`config.mk`:
```
export PLATFORM = sky130hd
export DESIGN_NAME = bcd_serial_accum
export DESIGN_NICKNAME = d
export VERILOG_FILES = /design/src/rtl/bcd_serial_accum.sv
export SDC_FILE = /design/constraint.sdc
export NUM_CORES = 1
export LEC_CHECK = 0
export ABC_CLOCK_PERIOD_IN_PS = 9460
export CAP_MARGIN = 40
export CORE_MARGIN = 8
export CORE_UTILIZATION = 30
export CTS_CLUSTER_SIZE = 16
export DETAILED_ROUTE_END_ITERATION = 10
export PLACE_DENSITY = 0.57
export REMOVE_ABC_BUFFERS = 1
export SYNTH_ARGS = -nofsm -noshare
export SYNTH_HDL_FRONTEND = slang
export SYNTH_SLANG_ARGS = --single-unit
```
`constraint.sdc`:
```
create_clock -name clk -period 9.46 [get_ports clk]
set_input_delay 1.892 -clock clk [delete_from_list [all_inputs] [get_ports clk]]
set_output_delay 1.892 -clock clk [all_outputs]
set_load 0.01 [all_outputs]
```
`src/rtl/bcd_serial_accum.sv`:
```
// bcd_serial_accum: multi-digit BCD accumulator (acc <= acc + in_data, decimal).
// A single BCD digit adder is reused over all digits, least significant first,
// rippling the decimal carry through a register between cycles.
module bcd_serial_accum #(
  parameter int DIGITS = 4
) (
  input  logic                  clk,
  input  logic                  rst,
  input  logic                  clear,
  input  logic                  in_valid,
  output logic                  in_ready,
  input  logic [4*DIGITS-1:0]   in_data,
  output logic [4*DIGITS-1:0]   acc,
  output logic                  busy,
  output logic                  done,
  output logic                  overflow,
  output logic                  err
);

  localparam int W     = 4 * DIGITS;
  localparam int IDX_W = (DIGITS > 1) ? $clog2(DIGITS) : 1;

  typedef enum logic [1:0] {
    S_IDLE = 2'd0,
    S_ADD  = 2'd1,
    S_DONE = 2'd2
  } state_t;

  state_t           r_state;
  logic [W-1:0]     r_acc;
  logic [W-1:0]     r_work;
  logic [W-1:0]     r_opnd;
  logic [IDX_W-1:0] r_idx;
  logic             r_carry;
  logic             r_overflow;
  logic             r_done;
  logic             r_err;
  logic             r_busy;
  logic             r_in_ready;

  logic [4:0]       w_dsum;
  logic [W+3:0]     w_shift;
  logic [W-1:0]     w_next_work;
  logic             w_last;

  // True when every 4-bit digit of the operand is a legal decimal digit
  function automatic logic all_bcd(input logic [W-1:0] v);
    logic ok;
    ok = 1'b1;
    for (int i = 0; i < DIGITS; i++) begin
      if (v[4*i +: 4] > 4'd9) ok = 1'b0;
    end
    return ok;
  endfunction

  // One decimal digit add; returns {carry_out, digit}
  function automatic logic [4:0] bcd_digit_add(input logic [3:0] a,
                                               input logic [3:0] b,
                                               input logic       cin);
    logic [4:0] s;
    logic [4:0] s_adj;
    s     = {1'b0, a} + {1'b0, b} + {4'd0, cin};
    s_adj = s - 5'd10;
    if (s > 5'd9) return {1'b1, s_adj[3:0]};
    else          return {1'b0, s[3:0]};
  endfunction

  // The working copy and operand both shift right one digit per cycle, so the
  // current digit is always at the bottom and each result digit enters at the
  // top; after DIGITS shifts the result sits in natural order.
  always_comb begin
    w_dsum      = bcd_digit_add(r_work[3:0], r_opnd[3:0], r_carry);
    w_shift     = {w_dsum[3:0], r_work};
    w_next_work = w_shift[W+3:4];
    w_last      = (r_idx == IDX_W'(DIGITS - 1));
  end

  // Control FSM with registered outputs; acc is loaded on the final digit edge
  // so the new value and the done pulse appear together in the DONE cycle
  always_ff @(posedge clk) begin
    if (rst) begin
      r_state    <= S_IDLE;
      r_acc      <= '0;
      r_overflow <= 1'b0;
      r_done     <= 1'b0;
      r_err      <= 1'b0;
      r_busy     <= 1'b0;
      r_in_ready <= 1'b1;
      r_idx      <= '0;
      r_carry    <= 1'b0;
    end else begin
      r_done <= 1'b0;
      r_err  <= 1'b0;
      case (r_state)
        S_IDLE: begin
          if (clear) begin
            r_acc      <= '0;
            r_overflow <= 1'b0;
          end else if (in_valid) begin
            if (all_bcd(in_data)) begin
              r_opnd     <= in_data;
              r_work     <= r_acc;
              r_idx      <= '0;
              r_carry    <= 1'b0;
              r_state    <= S_ADD;
              r_busy     <= 1'b1;
              r_in_ready <= 1'b0;
            end else begin
              r_err <= 1'b1;
            end
          end
        end
        S_ADD: begin
          r_work  <= w_next_work;
          r_opnd  <= r_opnd >> 4;
          r_carry <= w_dsum[4];
          r_idx   <= r_idx + 1'b1;
          if (w_last) begin
            r_state <= S_DONE;
            r_acc   <= w_next_work;
            r_done  <= 1'b1;
            r_busy  <= 1'b0;
            if (w_dsum[4]) r_overflow <= 1'b1;
          end
        end
        S_DONE: begin
          r_state    <= S_IDLE;
          r_in_ready <= 1'b1;
        end
        default: begin
          r_state    <= S_IDLE;
          r_busy     <= 1'b0;
          r_in_ready <= 1'b1;
        end
      endcase
    end
  end

  assign acc      = r_acc;
  assign busy     = r_busy;
  assign done     = r_done;
  assign overflow = r_overflow;
  assign err      = r_err;
  assign in_ready = r_in_ready;

endmodule

```
==> impl_metrics.yaml, run 1 <==
routing:
  avgViaCountPerCell: 4.77
  wl_met1_mm: 2.72
  first_iter_violations: 116
  drcViolationCount: 0
  vias: 2093
  route.met2.wl_mm: 2.97
  routed_wl_mm: 6.16
  drt-wirelength-per-cell_um: 14.0
  drt_pre_antenna_iters: 4
  ant_nets: 0
  top_layer_used: "met4"
  met3_wirelength_um: 323
sta:
  hold_ws_ns: 0.472
  tightest_slew_ns: 0.711
  setup_viol: 0
  relSlewSlack_pct: 52.2
  tns_ns: 0
  fin_crit_sh_pct: 37.9
  rsz0062_at_grt: "false"
  min_period_ns: 3.59
  fin_skew_ns: 0.00725
  final-hold-violation-count: 0
  maxSlewViolCount: 0
  fmax_ghz: 0.279
clock_tree:
  cts_tree: "yes"
  clk_pin_slew_ns: 0.07
  numCtsBuffers: 9
  cts_setup_buffers: 0
  clockBufferDepth: 2
  cts_num_sinks: 58
  cts_resized: 0
  cts-root-buf: "clkbuf_8"
  htreeDepth: 3
  hold_buffers: 0
  clk_latency_ns: 0.34
setup_path:
  endpoint_kind: "flip-flop"
  r2r-end: "r_work[14]"
  critPathMaxFanout: 32
  arrival_ns: 3.59
  cpPeakStageDelay_ns: 0.41
  crit_required_ns: 9.46
  crit_start: "in_data[14]"
  slowest_stage: "clkdlybuf4s50_1"
  worstRegToRegCells: 10
  start_kind: "input pin"
  crit_path_cell_trace: "clkdlybuf4s50_1 > o21ai_0 > nand4_1 > o21bai_1 > nand2_1 > nor2_2 > buf_4"
  cpLargestDelayFamily: "buffers and inverters"
  r2r_slack_ns: 6.23
  r2r-start: "r_opnd[0]"
  path_class: "input pin to flip-flop"
  path_buf_inv: 2
logic_synthesis:
  avgSynthCellArea_sq_um: 9.31
  ys_top_cells_by_area: "edfxtp_1 36%, dfxtp_1 20%, nand2_1 13%"
  synth_top_area_share_pct: 36.1
  synth_seq_cells: 58
  synth_top_area_cell: "edfxtp_1"
  async_flop_share_pct: 0
  syn_inst: 286
  synth-edff-count: 32
  syn-cell-area_sq_mm: 0.00266
  ys_seq_area_share_pct: 55.6
  synthFlopType: "edfxtp_1"
  yosys_warnings: 0
  yosys.cell_types.count: 43
grt:
  antenna_found_initial: 0
  grt.overflow.total: 0
  grt_pass1_wl_mm: 9.98
  grt_max_degree: 33
  grt_pass1_vias: 2114
  grt_util_all_layers_pct: 10.7
power:
  vdd_drop_max_mv: 0.0875
  power.leakage_nw: 1.28
  p_per_area_mw_per_mm2: 170
  p_total_uw: 577
die:
  initial_core_util_pct: 30.7
  die_h_um: 110
  io_pins: 41
  die_width_um: 110
  core_sq_mm: 0.00868
  rows: 34
  die-area_sq_mm: 0.0122
place:
  place_area_sq_mm: 0.00317
  place.gp.congestion: 0.736
  io_buffers: 40
  hpwlAfterDp_mm: 4.27
  dpl.cell_count: 423
final_layout:
  antenna_cells: 0
  layout-drive-gt1-share_pct: 8.76
  nets: 353
  area_growth_pct: 27.6
  fin_cells: 439
  fin_area_sq_mm: 0.00340
worst_hold_path:
  worstHoldPathCells: 2
  min_to: "acc[8]"
  hp-class: "flip-flop to flip-flop"
  hp-start: "acc[8]"
outcome:
  outcome: "complete, no violations"
run:
  drv_cap: 0
## sequential cells by signal, summed over array words and instances, names as in the netlist
register / count
acc: 16
busy: 1
done: 1
err: 1
in_ready: 1
overflow: 1
r_carry: 1
r_idx: 2
r_opnd: 16
r_state: 2
r_work: 16
## worst register-to-register path, delay by kind of cell (launching register included)
kind | cells | cell delay [ns]
AOI/OAI and AO/OA | 2 | 0.35
xor gates and xnor gates | 1 | 0.33
adders and majority gates | 3 | 1.09
buffers and inverters | 2 | 0.16
DFF | 1 | 0.42
muxes | 1 | 0.36
and+or+nand+nor | 1 | 0.32
## layout make-up
type,instances,area [sq um]
timing repair buffer,45,453
clock buffer,9,124
fill,895,5280
tap,108,135
inverter,7,26.3
clock inverter,7,103
sequential,58,1480
multi-input combinational,205,1080
## power by group
| part | internal, mW | switching [mW] | total (mW) |
|---|---|---|---|
| Combinational | 0.0200 | 0.0241 | 0.0441 |
| Clock | 0.150 | 0.110 | 0.260 |
| Sequential | 0.270 | 0.00283 | 0.273 |
## cells in the mapped netlist (3+ instances only)
cell and instances:
a21oi_1 17, clkbuf_1 11, ha_1 5, edfxtp_1 32, a22oi_1 3, o21ai_1 6
dfxtp_1 26, o31ai_1 3, o21a_1 3, nand3_1 15, nor2_1 16, and2_1 5
nand2_1 94, nor3_1 7, inv_1 6
## how the worst max path moves through the flow
| stage | endpoint | slack [ns] | cells past startpoint |
|---|---|---|---|
| 5_1_grt | r_opnd[7] | 5.67 | 7 |
| 6_report | r_opnd[7] | 5.87 | 7 |
| 4_1_cts | r_work[15] | 5.84 | 7 |
| 3_3_place_gp | r_opnd[13] | 5.46 | 7 |
| 3_5_place_dp | r_opnd[15] | 5.48 | 7 |
| 2_1_floorplan | r_opnd[0] | 5.20 | 5 |
## cells in the final DEF, fill, tap and decap left out, types with 6 or more instances in the layout
cell / instances
clkbuf_8: 9
nand3_1: 15
clkdlybuf4s50_1: 40
o21ai_1: 6
nor2_1: 15
nand2_1: 94
edfxtp_1: 32
inv_1: 6
dfxtp_1: 26
a21oi_1: 17
nor3_1: 7
## through the flow
stage | worst slack [ns] | util, %
floorplan | 5.20 | -
global placement | 5.46 | 36.1
detailed placement | 5.48 | 36.6
CTS | 5.84 | 39.2
global route | 5.67 | 39.2
finish | 5.87 | 39.2
## routing by layer
layer	up-vias	GRT usage, %
met5	-	0
met4	0	5.52
met3	12	4.19
met2	33	16.8
met1	996	12.5
li1	1052	-
## kinds of logic (layout without fill, tap and decap cells)
logic type | Yosys count | count (layout) | synth area share (%)
buf+inv | 23 | 68 | 4.13
flops | 58 | 58 | 55.6
compound gates | 41 | 41 | 9.21
simple gates | 153 | 153 | 25.7
mux | 3 | 3 | 1.17
fa+ha+maj | 7 | 7 | 3.85
xor+xnor | 1 | 1 | 0.329
Note: power is estimated with default switching activity, not from simulation.
==> run 2: changes to the inputs <==
--- a/config.mk
+++ b/config.mk
@@ -5,13 +5,13 @@
 export SDC_FILE = /design/constraint.sdc
 export NUM_CORES = 1
 export LEC_CHECK = 0
-export ABC_CLOCK_PERIOD_IN_PS = 9460
+export ABC_CLOCK_PERIOD_IN_PS = 3000
 export CAP_MARGIN = 40
 export CORE_MARGIN = 8
 export CORE_UTILIZATION = 30
 export CTS_CLUSTER_SIZE = 16
 export DETAILED_ROUTE_END_ITERATION = 10
-export PLACE_DENSITY = 0.57
+export PLACE_DENSITY = 0.58
 export REMOVE_ABC_BUFFERS = 1
 export SYNTH_ARGS = -nofsm -noshare
 export SYNTH_HDL_FRONTEND = slang
==> constraint.sdc (replaced) <==
create_clock -name clk -period 3 [get_ports clk]
set_input_delay 0.6 -clock clk [delete_from_list [all_inputs] [get_ports clk]]
set_output_delay 0.6 -clock clk [all_outputs]
set_load 0.01 [all_outputs]
==> impl_metrics.yaml, run 2 (synthesis results as in run 1) <==
outcome:
  outcome: "complete, no violations"
routing:
  vias: 2131
  routed_wl_mm: 6.48
  drt_pre_antenna_iters: 4
  drcViolationCount: 0
  avgViaCountPerCell: 4.78
  drt-wirelength-per-cell_um: 14.5
  first_iter_violations: 106
  ant_nets: 0
sta:
  fmax_ghz: 0.354
  tns_ns: 0
  min_period_ns: 2.82
  tightest_slew_ns: 0.627
  fin_skew_ns: 0.00665
  fin_crit_sh_pct: 94.1
  maxSlewViolCount: 0
  relSlewSlack_pct: 57.8
  hold_ws_ns: 0.476
  setup_viol: 0
  rsz0062_at_grt: "false"
  final-hold-violation-count: 0
setup_path:
  arrival_ns: 3.00
  crit_required_ns: 3.18
  slowest_stage: "fa_2"
  start_kind: "flip-flop"
  critPathMaxFanout: 5
  path_class: "flip-flop to flip-flop"
  cpPeakStageDelay_ns: 0.43
  crit_path_cell_trace: "fa_2 > fa_2 > xor2_1 > inv_1 > ha_1 > inv_1 > o22ai_1 > nor3_4 > mux2_1 > o21ai_1"
  endpoint_kind: "flip-flop"
final_layout:
  final_cell_mix: "94 x nand2_1, 40 x clkdlybuf4s50_1, 32 x edfxtp_1"
  layout-drive-gt1-share_pct: 10.4
  top_regs: "acc (16), r_opnd (16), r_work (16)"
  layout_commonest_cell: "nand2_1"
  antenna_cells: 0
  fin_area_sq_mm: 0.00343
  nets: 360
  area_growth_pct: 28.6
clock_tree:
  cts_tree: "yes"
  clk_latency_ns: 0.33
  clk_pin_slew_ns: 0.07
  htreeDepth: 3
  hold_buffers: 0
  numCtsBuffers: 9
  clockBufferDepth: 2
  cts_num_sinks: 58
  cts-root-buf: "clkbuf_8"
power:
  combPwrFrac_pct: 8.7
  power_frac_seq_pct: 49.6
  p_per_area_mw_per_mm2: 506
  power.leakage_nw: 1.30
  p_sw_share_pct: 22.2
  vdd_drop_max_mv: 0.190
  intPower_mw: 1.35
  p_switching_uw: 385
  clock_power_share_pct: 41.7
die:
  die-area_sq_mm: 0.0122
  initial_core_util_pct: 30.7
  io_pins: 41
  rows: 34
  core_sq_mm: 0.00868
  die_h_um: 110
  die_width_um: 110
run:
  drv_cap: 0
place:
  place_area_sq_mm: 0.00320
  hpwlAfterDp_mm: 4.45
  io_buffers: 40
  place.gp.congestion: 0.808
grt:
  grt.overflow.total: 0
  antenna_found_initial: 0
  grt_pass1_vias: 2072
  grt_pass1_wl_mm: 10.3
  grt_max_degree: 33
  grt_util_all_layers_pct: 11.1
worst_hold_path:
  hp-class: "flip-flop to flip-flop"
run 2: timing repair:
item                                    in CTS  in global routing
endpoints found under the hold margin        0                  0
resized for setup                            0                  2
setup buffers                                0                  3
endpoints found under the setup margin       0                  1
run 2: worst paths after layout:
path	from	to	slack, ns	cells past startpoint
worst max-delay path	r_work[0]	r_work[14]	0.18	10
worst min-delay path	acc[1]	acc[1]	0.48	2
worst max register to register	r_work[0]	r_work[14]	0.18	10
worst min register to register	acc[1]	acc[1]	0.48	2
run 2: metrics by stage:
stage / setup WS (ns) / cells / total power, mW / util, %
after floorplan: 0.0344 / 270 / 0.948 / -
after global placement: 0.248 / 427 / 1.02 / 36.9
after detailed placement: 0.156 / 427 / 1.02 / 36.9
after CTS: 0.109 / 443 / 1.75 / 39.2
after global routing: 0.0367 / 446 / 1.80 / 39.5
final: 0.177 / 446 / 1.73 / 39.5
run 2: power groups by stage:
stage	logic [mW]	registers (mW)	clock network [mW]
after CTS	0.147	0.859	0.743
after detailed placement	0.146	0.877	0
after global placement	0.144	0.876	0
after floorplan	0.0702	0.878	0
after global routing	0.166	0.860	0.778
final	0.150	0.859	0.723
run 2: routing by layer:
| metal | global-route usage (%) | share of wire, % |
|---|---|---|
| met5 | 0 | 0 |
| met4 | 5.90 | 1.6 |
| met3 | 2.97 | 5.1 |
| met2 | 17.7 | 49 |
| met1 | 13.6 | 45 |
run 2: layout make-up:
type / count / area [sq um]
inverter: 7 / 26.3
sequential: 58 / 1480
multi-input combinational: 205 / 1080
fill: 883 / 5250
timing repair buffer: 52 / 503
tap: 108 / 135
clock inverter: 3 / 38.8
clock buffer: 13 / 159
run 2: critical path: cells and delay by family (launching register included):
family,cells,cell delay [ns]
AND/OR/NAND/NOR,1,0.28
multiplexers,1,0.35
flip-flops,1,0.40
buffers and inverters,2,0.15
XOR/XNOR,1,0.19
adder cells (fa/ha/maj),3,1.04
AO/OA/AOI/OAI,2,0.26
==> run 3: changes to the inputs <==
--- a/config.mk
+++ b/config.mk
@@ -11,6 +11,7 @@
 export CORE_UTILIZATION = 30
 export CTS_CLUSTER_SIZE = 16
 export DETAILED_ROUTE_END_ITERATION = 10
+export GPL_ROUTABILITY_DRIVEN = 0
 export PLACE_DENSITY = 0.58
 export REMOVE_ABC_BUFFERS = 1
 export SYNTH_ARGS = -nofsm -noshare
==> results of run 3 <==
No change in the layout: final DEF, timing and power equal those of run 2.
